==> config.mk <==
export PLATFORM = sky130hd
export DESIGN_NAME = axil_read_scan
export DESIGN_NICKNAME = d
export VERILOG_FILES = /design/src/rtl/axil_pkg.sv /design/src/rtl/sync_fifo_fwft.sv /design/src/rtl/axil_read_scan.sv
export SDC_FILE = /design/constraint.sdc
export NUM_CORES = 1
export LEC_CHECK = 0
export ABC_AREA = 1
export BUFFER_PORTS_ARGS = -buffer_cell sky130_fd_sc_hd__buf_2
export CORE_MARGIN = 5
export CORE_UTILIZATION = 40
export DETAILED_ROUTE_END_ITERATION = 7
export HOLD_SLACK_MARGIN = 0.02
export PLACE_DENSITY = 0.68
export SYNTH_ARGS = -nofsm -noshare
export SYNTH_HDL_FRONTEND = slang
export SYNTH_HIERARCHICAL = 1
export SYNTH_SLANG_ARGS = --single-unit
==> constraint.sdc <==
create_clock -name s_axi_aclk -period 10.1 [get_ports s_axi_aclk]
set_clock_uncertainty 0.15 [all_clocks]
set_input_delay 1.01 -clock s_axi_aclk [delete_from_list [all_inputs] [get_ports s_axi_aclk]]
set_output_delay 1.01 -clock s_axi_aclk [all_outputs]
set_load 0.005 [all_outputs]
==> src/rtl/axil_pkg.sv <==
// Shared definitions for the AXI-lite read scanner: default parameters,
// FSM state encoding and the word-address helper.
// Latency: n/a (package). Backpressure: n/a.
package axil_pkg;

  localparam int CNT_W_DEF      = 8;
  localparam int FIFO_DEPTH_DEF = 4;
  localparam int TMO_CYC_DEF    = 1024;

  typedef enum logic [1:0] {
    ST_IDLE = 2'd0,
    ST_REQ  = 2'd1,
    ST_WAIT = 2'd2,
    ST_DONE = 2'd3
  } scan_state_e;

  // Byte address of 32-bit word idx relative to base; wraps at 2^32.
  function automatic logic [31:0] word_addr(input logic [31:0] base,
                                            input logic [31:0] idx);
    return base + (idx << 2);
  endfunction

endpackage

==> src/rtl/sync_fifo_fwft.sv <==
// First-word-fall-through synchronous FIFO; data_o is valid whenever valid_o is high.
// Latency: a push is visible on data_o/valid_o the cycle after it is written.
// Backpressure: push while full and pop while empty are dropped; count_o lets the writer reserve space.
// Ports: clk_i/rst_ni clock and async active-low reset; push_i/data_i write side;
//        pop_i/data_o/valid_o read side; count_o current occupancy.
module sync_fifo_fwft #(
  parameter int WIDTH = 32,
  parameter int DEPTH = 4
) (
  input  logic                     clk_i,
  input  logic                     rst_ni,
  input  logic                     push_i,
  input  logic [WIDTH-1:0]         data_i,
  input  logic                     pop_i,
  output logic [WIDTH-1:0]         data_o,
  output logic                     valid_o,
  output logic [$clog2(DEPTH):0]   count_o
);

  localparam int AW = $clog2(DEPTH);

  logic [WIDTH-1:0] mem_q [DEPTH];
  logic [AW:0]      wr_ptr_q;
  logic [AW:0]      rd_ptr_q;
  logic             empty;
  logic             full;
  logic             do_push;
  logic             do_pop;

  // Pointers carry one extra wrap bit to tell full from empty.
  assign empty   = (wr_ptr_q == rd_ptr_q);
  assign full    = (wr_ptr_q[AW] != rd_ptr_q[AW]) &&
                   (wr_ptr_q[AW-1:0] == rd_ptr_q[AW-1:0]);
  assign do_push = push_i && !full;
  assign do_pop  = pop_i && !empty;

  always_ff @(posedge clk_i or negedge rst_ni) begin
    if (!rst_ni) begin
      wr_ptr_q <= '0;
      rd_ptr_q <= '0;
    end else begin
      if (do_push) wr_ptr_q <= wr_ptr_q + (AW+1)'(1);
      if (do_pop)  rd_ptr_q <= rd_ptr_q + (AW+1)'(1);
    end
  end

  // Storage needs no reset: its contents are only observed through the
  // empty-gated read port below.
  always_ff @(posedge clk_i) begin
    if (do_push) mem_q[wr_ptr_q[AW-1:0]] <= data_i;
  end

  assign valid_o = !empty;
  assign data_o  = empty ? '0 : mem_q[rd_ptr_q[AW-1:0]];
  assign count_o = wr_ptr_q - rd_ptr_q;

endmodule

==> src/rtl/axil_read_scan.sv <==
// Walks scan_cnt consecutive 32-bit words from scan_base through an AXI-lite read
// master, one request outstanding, and queues returned data in a FWFT result FIFO.
// Latency: rvalid one cycle after entering REQ; done pulse one cycle after DONE.
// Backpressure: a request is only issued when the master is ready and a FIFO slot is free.
// Ports: s_axi_aclk/s_axi_aresetn clock and async reset; scan_* control/status;
//        s_axi_cfg_* request/response to the read master; m_* result stream.
module axil_read_scan
  import axil_pkg::*;
#(
  parameter int CNT_W      = CNT_W_DEF,
  parameter int FIFO_DEPTH = FIFO_DEPTH_DEF,
  parameter int TMO_CYC    = TMO_CYC_DEF
) (
  input  logic             s_axi_aclk,
  input  logic             s_axi_aresetn,
  input  logic             scan_start,
  input  logic [31:0]      scan_base,
  input  logic [CNT_W-1:0] scan_cnt,
  output logic             scan_busy,
  output logic             scan_done,
  output logic             scan_err,
  output logic             s_axi_cfg_rvalid,
  output logic [31:0]      s_axi_cfg_raddr,
  input  logic             s_axi_cfg_rready,
  input  logic [31:0]      s_axi_cfg_rdata,
  input  logic             s_axi_cfg_rdv,
  output logic [31:0]      m_data,
  output logic             m_valid,
  input  logic             m_ready
);

  localparam int TW  = (TMO_CYC > 2) ? $clog2(TMO_CYC) : 1;
  localparam int FCW = $clog2(FIFO_DEPTH) + 1;

  // Reset asserts asynchronously but releases on a clock edge, so every flop
  // below leaves reset together.
  logic [1:0] rst_sync_q;
  logic       rst_n;

  always_ff @(posedge s_axi_aclk or negedge s_axi_aresetn) begin
    if (!s_axi_aresetn) rst_sync_q <= 2'b00;
    else                rst_sync_q <= {rst_sync_q[0], 1'b1};
  end
  assign rst_n = rst_sync_q[1];

  scan_state_e      state_q, state_d;
  logic [31:0]      base_q, base_d;
  logic [CNT_W-1:0] cnt_q, cnt_d;
  logic [CNT_W-1:0] idx_q, idx_d;
  logic [CNT_W-1:0] idx_inc;
  logic [TW-1:0]    tmo_q, tmo_d;
  logic             err_q, err_d;
  logic             done_q, done_d;
  logic             rvalid_q, rvalid_d;
  logic [31:0]      raddr_q, raddr_d;
  logic             fifo_push;
  logic [FCW-1:0]   fifo_cnt;

  assign idx_inc = idx_q + CNT_W'(1);

  always_ff @(posedge s_axi_aclk or negedge rst_n) begin
    if (!rst_n) begin
      state_q  <= ST_IDLE;
      base_q   <= '0;
      cnt_q    <= '0;
      idx_q    <= '0;
      tmo_q    <= '0;
      err_q    <= 1'b0;
      done_q   <= 1'b0;
      rvalid_q <= 1'b0;
      raddr_q  <= '0;
    end else begin
      state_q  <= state_d;
      base_q   <= base_d;
      cnt_q    <= cnt_d;
      idx_q    <= idx_d;
      tmo_q    <= tmo_d;
      err_q    <= err_d;
      done_q   <= done_d;
      rvalid_q <= rvalid_d;
      raddr_q  <= raddr_d;
    end
  end

  always_comb begin
    state_d   = state_q;
    base_d    = base_q;
    cnt_d     = cnt_q;
    idx_d     = idx_q;
    tmo_d     = '0;
    err_d     = err_q;
    done_d    = 1'b0;
    rvalid_d  = 1'b0;
    raddr_d   = raddr_q;
    fifo_push = 1'b0;
    case (state_q)
      ST_IDLE: begin
        if (scan_start) begin
          base_d  = scan_base;
          cnt_d   = scan_cnt;
          idx_d   = '0;
          err_d   = 1'b0;
          state_d = (scan_cnt == '0) ? ST_DONE : ST_REQ;
        end
      end
      ST_REQ: begin
        // Issuing only with a free slot guarantees the response can be pushed.
        if (s_axi_cfg_rready && (fifo_cnt < FCW'(FIFO_DEPTH))) begin
          rvalid_d = 1'b1;
          raddr_d  = word_addr(base_q, 32'(idx_q));
          state_d  = ST_WAIT;
        end
      end
      ST_WAIT: begin
        if (s_axi_cfg_rdv) begin
          fifo_push = 1'b1;
          idx_d     = idx_inc;
          state_d   = (idx_inc == cnt_q) ? ST_DONE : ST_REQ;
        end else if (tmo_q == TW'(TMO_CYC - 2)) begin
          // Abort on the edge where the counter would step to TMO_CYC-1.
          err_d   = 1'b1;
          state_d = ST_DONE;
        end else begin
          tmo_d = tmo_q + TW'(1);
        end
      end
      ST_DONE: begin
        done_d  = 1'b1;
        state_d = ST_IDLE;
      end
      default: state_d = ST_IDLE;
    endcase
  end

  sync_fifo_fwft #(
    .WIDTH (32),
    .DEPTH (FIFO_DEPTH)
  ) u_fifo (
    .clk_i   (s_axi_aclk),
    .rst_ni  (rst_n),
    .push_i  (fifo_push),
    .data_i  (s_axi_cfg_rdata),
    .pop_i   (m_ready),
    .data_o  (m_data),
    .valid_o (m_valid),
    .count_o (fifo_cnt)
  );

  assign scan_busy        = (state_q != ST_IDLE);
  assign scan_done        = done_q;
  assign scan_err         = err_q;
  assign s_axi_cfg_rvalid = rvalid_q;
  assign s_axi_cfg_raddr  = raddr_q;

endmodule

Yosys cells after proc, flatten, opt, wreduce, memory -nomap -nowiden
Memory sizes are Yosys's and may differ from the RTL's.
Index checks and enable logic that the tools add are counted.
{"block": "totals", "word_cells": 74, "latch_bits": 0, "mem_bits_rw": 128, "memories": 1, "inputBits": 78, "out_inout_bits": 69, "mem_bits_ro": 0, "ff_bits": 103}
{"block": "classes", "magnitude_cmp": 1, "eq_ne": 14, "addsub": 6, "reduce_logical": 15, "n_div": 0, "bitwise_logic": 0, "n_mux": 25, "shift": 0, "multipliers": 0}
{"memory": "u_fifo.mem_q", "depth": 4, "width": 32, "read_ports": 1, "rd_clocked_by_memory_dff": 0, "wr": 1, "line": "sync_fifo_fwft.sv:22", "source": "logic [WIDTH-1:0] mem_q [DEPTH];"}
{"cell": "adder 32 x 10 -> 32 bit", "count": 1}
{"cell": "2-to-1 mux 32 bit", "count": 1}
{"cell": "2-to-1 mux 10 bit", "count": 3}
{"cell": "2-to-1 mux 8 bit", "count": 2}
{"cell": "case mux 8 bit (2 select lines)", "count": 1}
{"cell": "2-to-1 mux 2 bit", "count": 6}
{"cell": "adder 10 x 1 -> 10 bit, second input constant", "count": 1}
{"cell": "equality test 10 bit, second input constant", "count": 1}
{"cell": "2-to-1 mux 1 bit", "count": 10}
{"cell": "!= test 2 bit, second input constant", "count": 5}
{"cell": "adder 8 x 1 -> 8 bit, second input constant", "count": 1}
{"cell": "equality test 8 bit", "count": 1}
{"cell": "zero test 8 bit", "count": 1}
{"cell": "case mux 2 bit (4 select lines)", "count": 1}
{"cell": "adder 3 x 1 -> 3 bit, second input constant", "count": 2}
{"cell": "AND reduction 3 bit", "count": 2}
{"cell": "equality test 2 bit, second input constant", "count": 2}
{"cell": "logical AND 1 bit", "count": 4}
{"cell": "AND reduction 2 bit", "count": 2}
{"cell": "AND reduction 4 bit", "count": 1}
{"cell": "nonzero test 2 bit", "count": 2}
{"cell": "equality test 3 bit", "count": 1}
{"cell": "< comparator 3 bit, second input constant", "count": 1}
{"cell": "!= test 3 bit, second input constant", "count": 1}
{"cell": "other kinds (7)", "count": 8}

Logic depth before layout (Yosys ltp)
{"block": "depth", "ltp_word": 6, "ltp_mapped": 13, "mapped_depth_nobuf": 13}

Hierarchy
Netlist, hierarchy kept.
{"module": "sync_fifo_fwft", "cells_per_inst": 536, "instances": 1, "area_per_inst_um2": 5906.9, "seq_area_each_um2": 3993.8}
{"module": "axil_read_scan", "cells_per_inst": 699, "instances": 1, "area_per_inst_um2": 5223.8, "seq_area_each_um2": 2427.3}

Worst setup path after synthesis
No wires, ideal clock.
{"block": "synth_timing", "path_kind": "reg2reg", "startpoint": "register u_fifo.rd_ptr_q[1]", "endpoint": "memory u_fifo.mem_q[0][0], enable pin", "arrival_time_ps": 2784, "required_ps": 9529, "n_path_buf": 2, "setup_time_ps": 421, "period_less_slack_ps": 3355, "slack_ps": 6745, "stages_incl_launch_ff": 10, "path_cell_list": "dfrtp_1 buf_2 inv_2 buf_2 ha_1 nand2_1 inv_1 nand3_1 nand2_1 nor2_1"}
{"block": "synth_between", "elab_chain_len": 6}
{"item": "from (decl)", "line": "sync_fifo_fwft.sv:24", "source": "logic [AW:0] rd_ptr_q;"}
{"item": "from (signal assigned)", "line": "sync_fifo_fwft.sv:43", "source": "if (do_pop) rd_ptr_q <= rd_ptr_q + (AW+1)'(1);"}
{"item": "equality test 2 bit", "line": "sync_fifo_fwft.sv:33", "source": "(wr_ptr_q[AW-1:0] == rd_ptr_q[AW-1:0]);"}
{"item": "logical AND 1 bit", "line": "sync_fifo_fwft.sv:32", "source": "assign full = (wr_ptr_q[AW] != rd_ptr_q[AW]) &&"}
{"item": "zero test 1 bit", "line": "sync_fifo_fwft.sv:34", "source": "assign do_push = push_i && !full;"}
{"item": "logical AND 1 bit", "line": "sync_fifo_fwft.sv:34"}
{"item": "2-to-1 mux 1 bit", "line": "sync_fifo_fwft.sv:50", "source": "if (do_push) mem_q[wr_ptr_q[AW-1:0]] <= data_i;"}
{"item": "2-to-1 mux 1 bit (implied by the code)", "line": "sync_fifo_fwft.sv:50"}
{"item": "to (decl)", "line": "sync_fifo_fwft.sv:22"}
Every way passes these cells.

Final worst setup path
{"block": "layout_timing", "startpoint": "register u_fifo.rd_ptr_q[1]", "endpoint": "output m_data[2]"}
{"block": "layout_between", "elab_chain_len": 2, "elab_cells_between_ends": 3, "classes_between": "eq/ne (1); mux (1); memory (1)"}
{"item": "memory (4 x 32 bit) / equality test 3 bit (equally long branches)"}
{"item": "2-to-1 mux 32 bit (*)", "line": "sync_fifo_fwft.sv:54", "source": "assign data_o = empty ? '0 : mem_q[rd_ptr_q[AW-1:0]];"}
{"item": "to (decl)", "line": "axil_read_scan.sv:27", "source": "output logic [31:0] m_data,"}
Mark *: on every way between the ends. The rest lies on a longest branch, timed or not.

==> flow_metrics.py <==
metrics = {
    "status": {
        "status": "finished, final reports clean",
    },
    "detailed_routing": {
        "avgViaCountPerCell": 4.69,
        "vias": 8300,
        "drtIter0Drc": 609,
        "drc_errors": 0,
        "finalWirelength_mm": 25.2,
        "firstDrtPassIters": 5,
        "drtAntennaViolNets": 0,
        "drt-wirelength-per-cell_um": 14.3,
    },
    "placed_design": {
        "post-place-ws_ns": 6.83,
        "dpl_cell_area_um2": 12100,
        "hpwl_mm": 17.0,
        "io_buffers": 146,
        "gp_congestion": 0.861,
    },
    "cts": {
        "postCtsResizedCells": 0,
        "postCtsHoldBufs": 0,
        "clkTransAtPathRegs_ns": 0.06,
        "cts_root_buffer": "clkbuf_16",
        "cts_inserted_buffers": 25,
        "clock_path_buffers": 3,
        "cts_tree": "yes",
        "cts-htree-levels": 1,
        "cts.sinks": 231,
        "post-cts-setup-buffer-count": 0,
        "clkLatencyLatePin_ns": 0.51,
    },
    "setup_path": {
        "crit_path_start": "u_fifo/rd_ptr_q[1]",
        "rr_startpoint": "u_fifo/rd_ptr_q[1]",
        "end_kind": "primary output",
        "cp_data_arrival_time_ns": 2.49,
        "crit_type": "flip-flop to primary output",
        "cp.required_ns": 8.94,
        "critPathLaunchType": "flip-flop",
        "path_max_fanout": 33,
    },
    "global_route": {
        "grt_pass1_vias": 8152,
        "overflow": 0,
        "grt_max_degree": 68,
        "globalRouteTotalUtil_pct": 16.2,
        "antenna_found_initial": 1,
        "grt_first_pass_wirelength_mm": 41.6,
    },
    "finish": {
        "syn_to_final_growth_pct": 16.3,
        "multiInputGateArea_um2": 3840,
        "nFillCells": 2636,
        "stdcell_area_um2": 12900,
        "utilization_pct": 46.8,
        "final_nets": 1471,
        "antenna_cells": 0,
        "layout-drive-gt1-share_pct": 19.6,
        "register_area_um2": 6430,
    },
    "timing": {
        "fin_tns_setup_ns": 0,
        "rsz0062_at_grt": "false",
        "max_slew_margin_pct": 20.0,
        "finalCritPeriodShare_pct": 36.2,
        "finalSetupViolCount": 0,
        "drv_slew": 0,
        "fmax_mhz": 274,
        "min_period_ns": 3.65,
        "worstMarginPinSlew_ns": 1.20,
        "finalHoldViolations": 0,
        "fin_ws_ns": 6.45,
    },
    "synthesis": {
        "synthesis.area_um2": 11100,
        "ys.warnings.count": 6,
        "syn-num-nets": 1331,
        "syn_area_per_cell_um2": 9.02,
        "syn_inst": 1233,
    },
    "floorplan": {
        "die_x_um": 177,
        "core_area_um2": 27600,
        "fp.dieH_um": 177,
        "io_pins": 147,
        "start_util_pct": 40.3,
        "dieArea_um2": 31200,
        "core.rowCount": 61,
    },
    "power": {
        "powerDensity_nw_per_um2": 273,
        "power_mw": 3.53,
        "p_leak_nw": 6.09,
        "worst_ir_drop_vdd_v": 0.000150,
    },
    "flow_run": {
        "drv_cap": 0,
    },
    "hold_path": {
        "hold_path.class": "primary input to async pin",
    },
}
per-stage QoR:
stage,hold WS [ns],std cells
floorplan,0.181,1233
global placement,0.192,1724
detailed placement,0.187,1724
CTS,0.102,1769
global route,0.101,1769
finish,0.125,1769
registers in the layout, indices dropped and copies added, names as in the netlist:
| register | flops |
|---|---|
| s_axi_cfg_rvalid | 1 |
| scan_done | 1 |
| base_q | 32 |
| scan_err | 1 |
| state_q | 2 |
| idx_q | 8 |
| cnt_q | 8 |
| s_axi_cfg_raddr | 32 |
| tmo_q | 10 |
| u_fifo/wr_ptr_q | 3 |
| u_fifo/mem_q | 128 |
| u_fifo/rd_ptr_q | 3 |
| rst_sync_q | 2 |
power breakdown:
group	switching, mW	internal (mW)	total [mW]
registers	0.149	1.20	1.35
logic	0.833	0.463	1.30
clock network	0.357	0.528	0.885
total	1.34	2.19	3.53
layer usage:
layer / global-route usage, % / wire (um) / vias to the layer above
li1: - / - / 4217
met1: 22.6 / 11800 / 3847
met2: 26.7 / 11700 / 193
met3: 2.58 / 1240 / 41
met4: 4.03 / 513 / 2
met5: 0 / 8 / -
final timing paths:
kind / end / slack, ns / cells after the start
worst max-delay path: m_data[2] / 6.45 / 8
worst min-delay path: rst_sync_q[1] / 0.13 / 1
worst min register to register: scan_done / 0.20 / 0
min in group s_axi_aclk: rst_sync_q[1] / 0.20 / 0
max in group asynchronous: base_q[28] / 8.46 / 1
worst max register to register: u_fifo/mem_q[0][15] / 6.89 / 7
layout make-up:
class                   instances  area share, %
repair buffers                152           6.00
well taps                     378           3.66
inverters                     164           4.80
flip-flops and latches        231           49.7
clock inverters                17           1.22
multi-input cells             799           29.7
clock buffers                  28           4.92
cells in the final DEF, fill, tap and decap left out, types with 3 or more instances in the layout:
cell,instances
a21oi_1,11
a21oi_2,31
a31oi_1,4
buf_2,146
buf_4,6
bufinv_16,3
clkbuf_1,3
clkbuf_16,25
clkinv_1,4
clkinv_2,9
dfrtp_1,101
edfxtp_1,128
ha_1,18
inv_1,147
inv_2,16
nand2_1,469
nand2_2,13
nand3_1,99
nand4_1,10
nor2_1,45
nor2_2,5
nor2_4,6
nor3_1,5
nor3_2,4
o21ai_0,33
o21ai_1,11
o22ai_1,3
xnor2_1,6
xor2_1,8
worst max-delay path, cell delays in order (launching register included):
cell     delay (ns)
dfrtp_1        0.38
inv_2          0.49
ha_1           0.35
nand2_1        0.05
inv_1          0.07
nand3_4        0.11
inv_6          0.15
a21oi_2        0.20
buf_2          0.15
(Power assumes the default switching activity.)
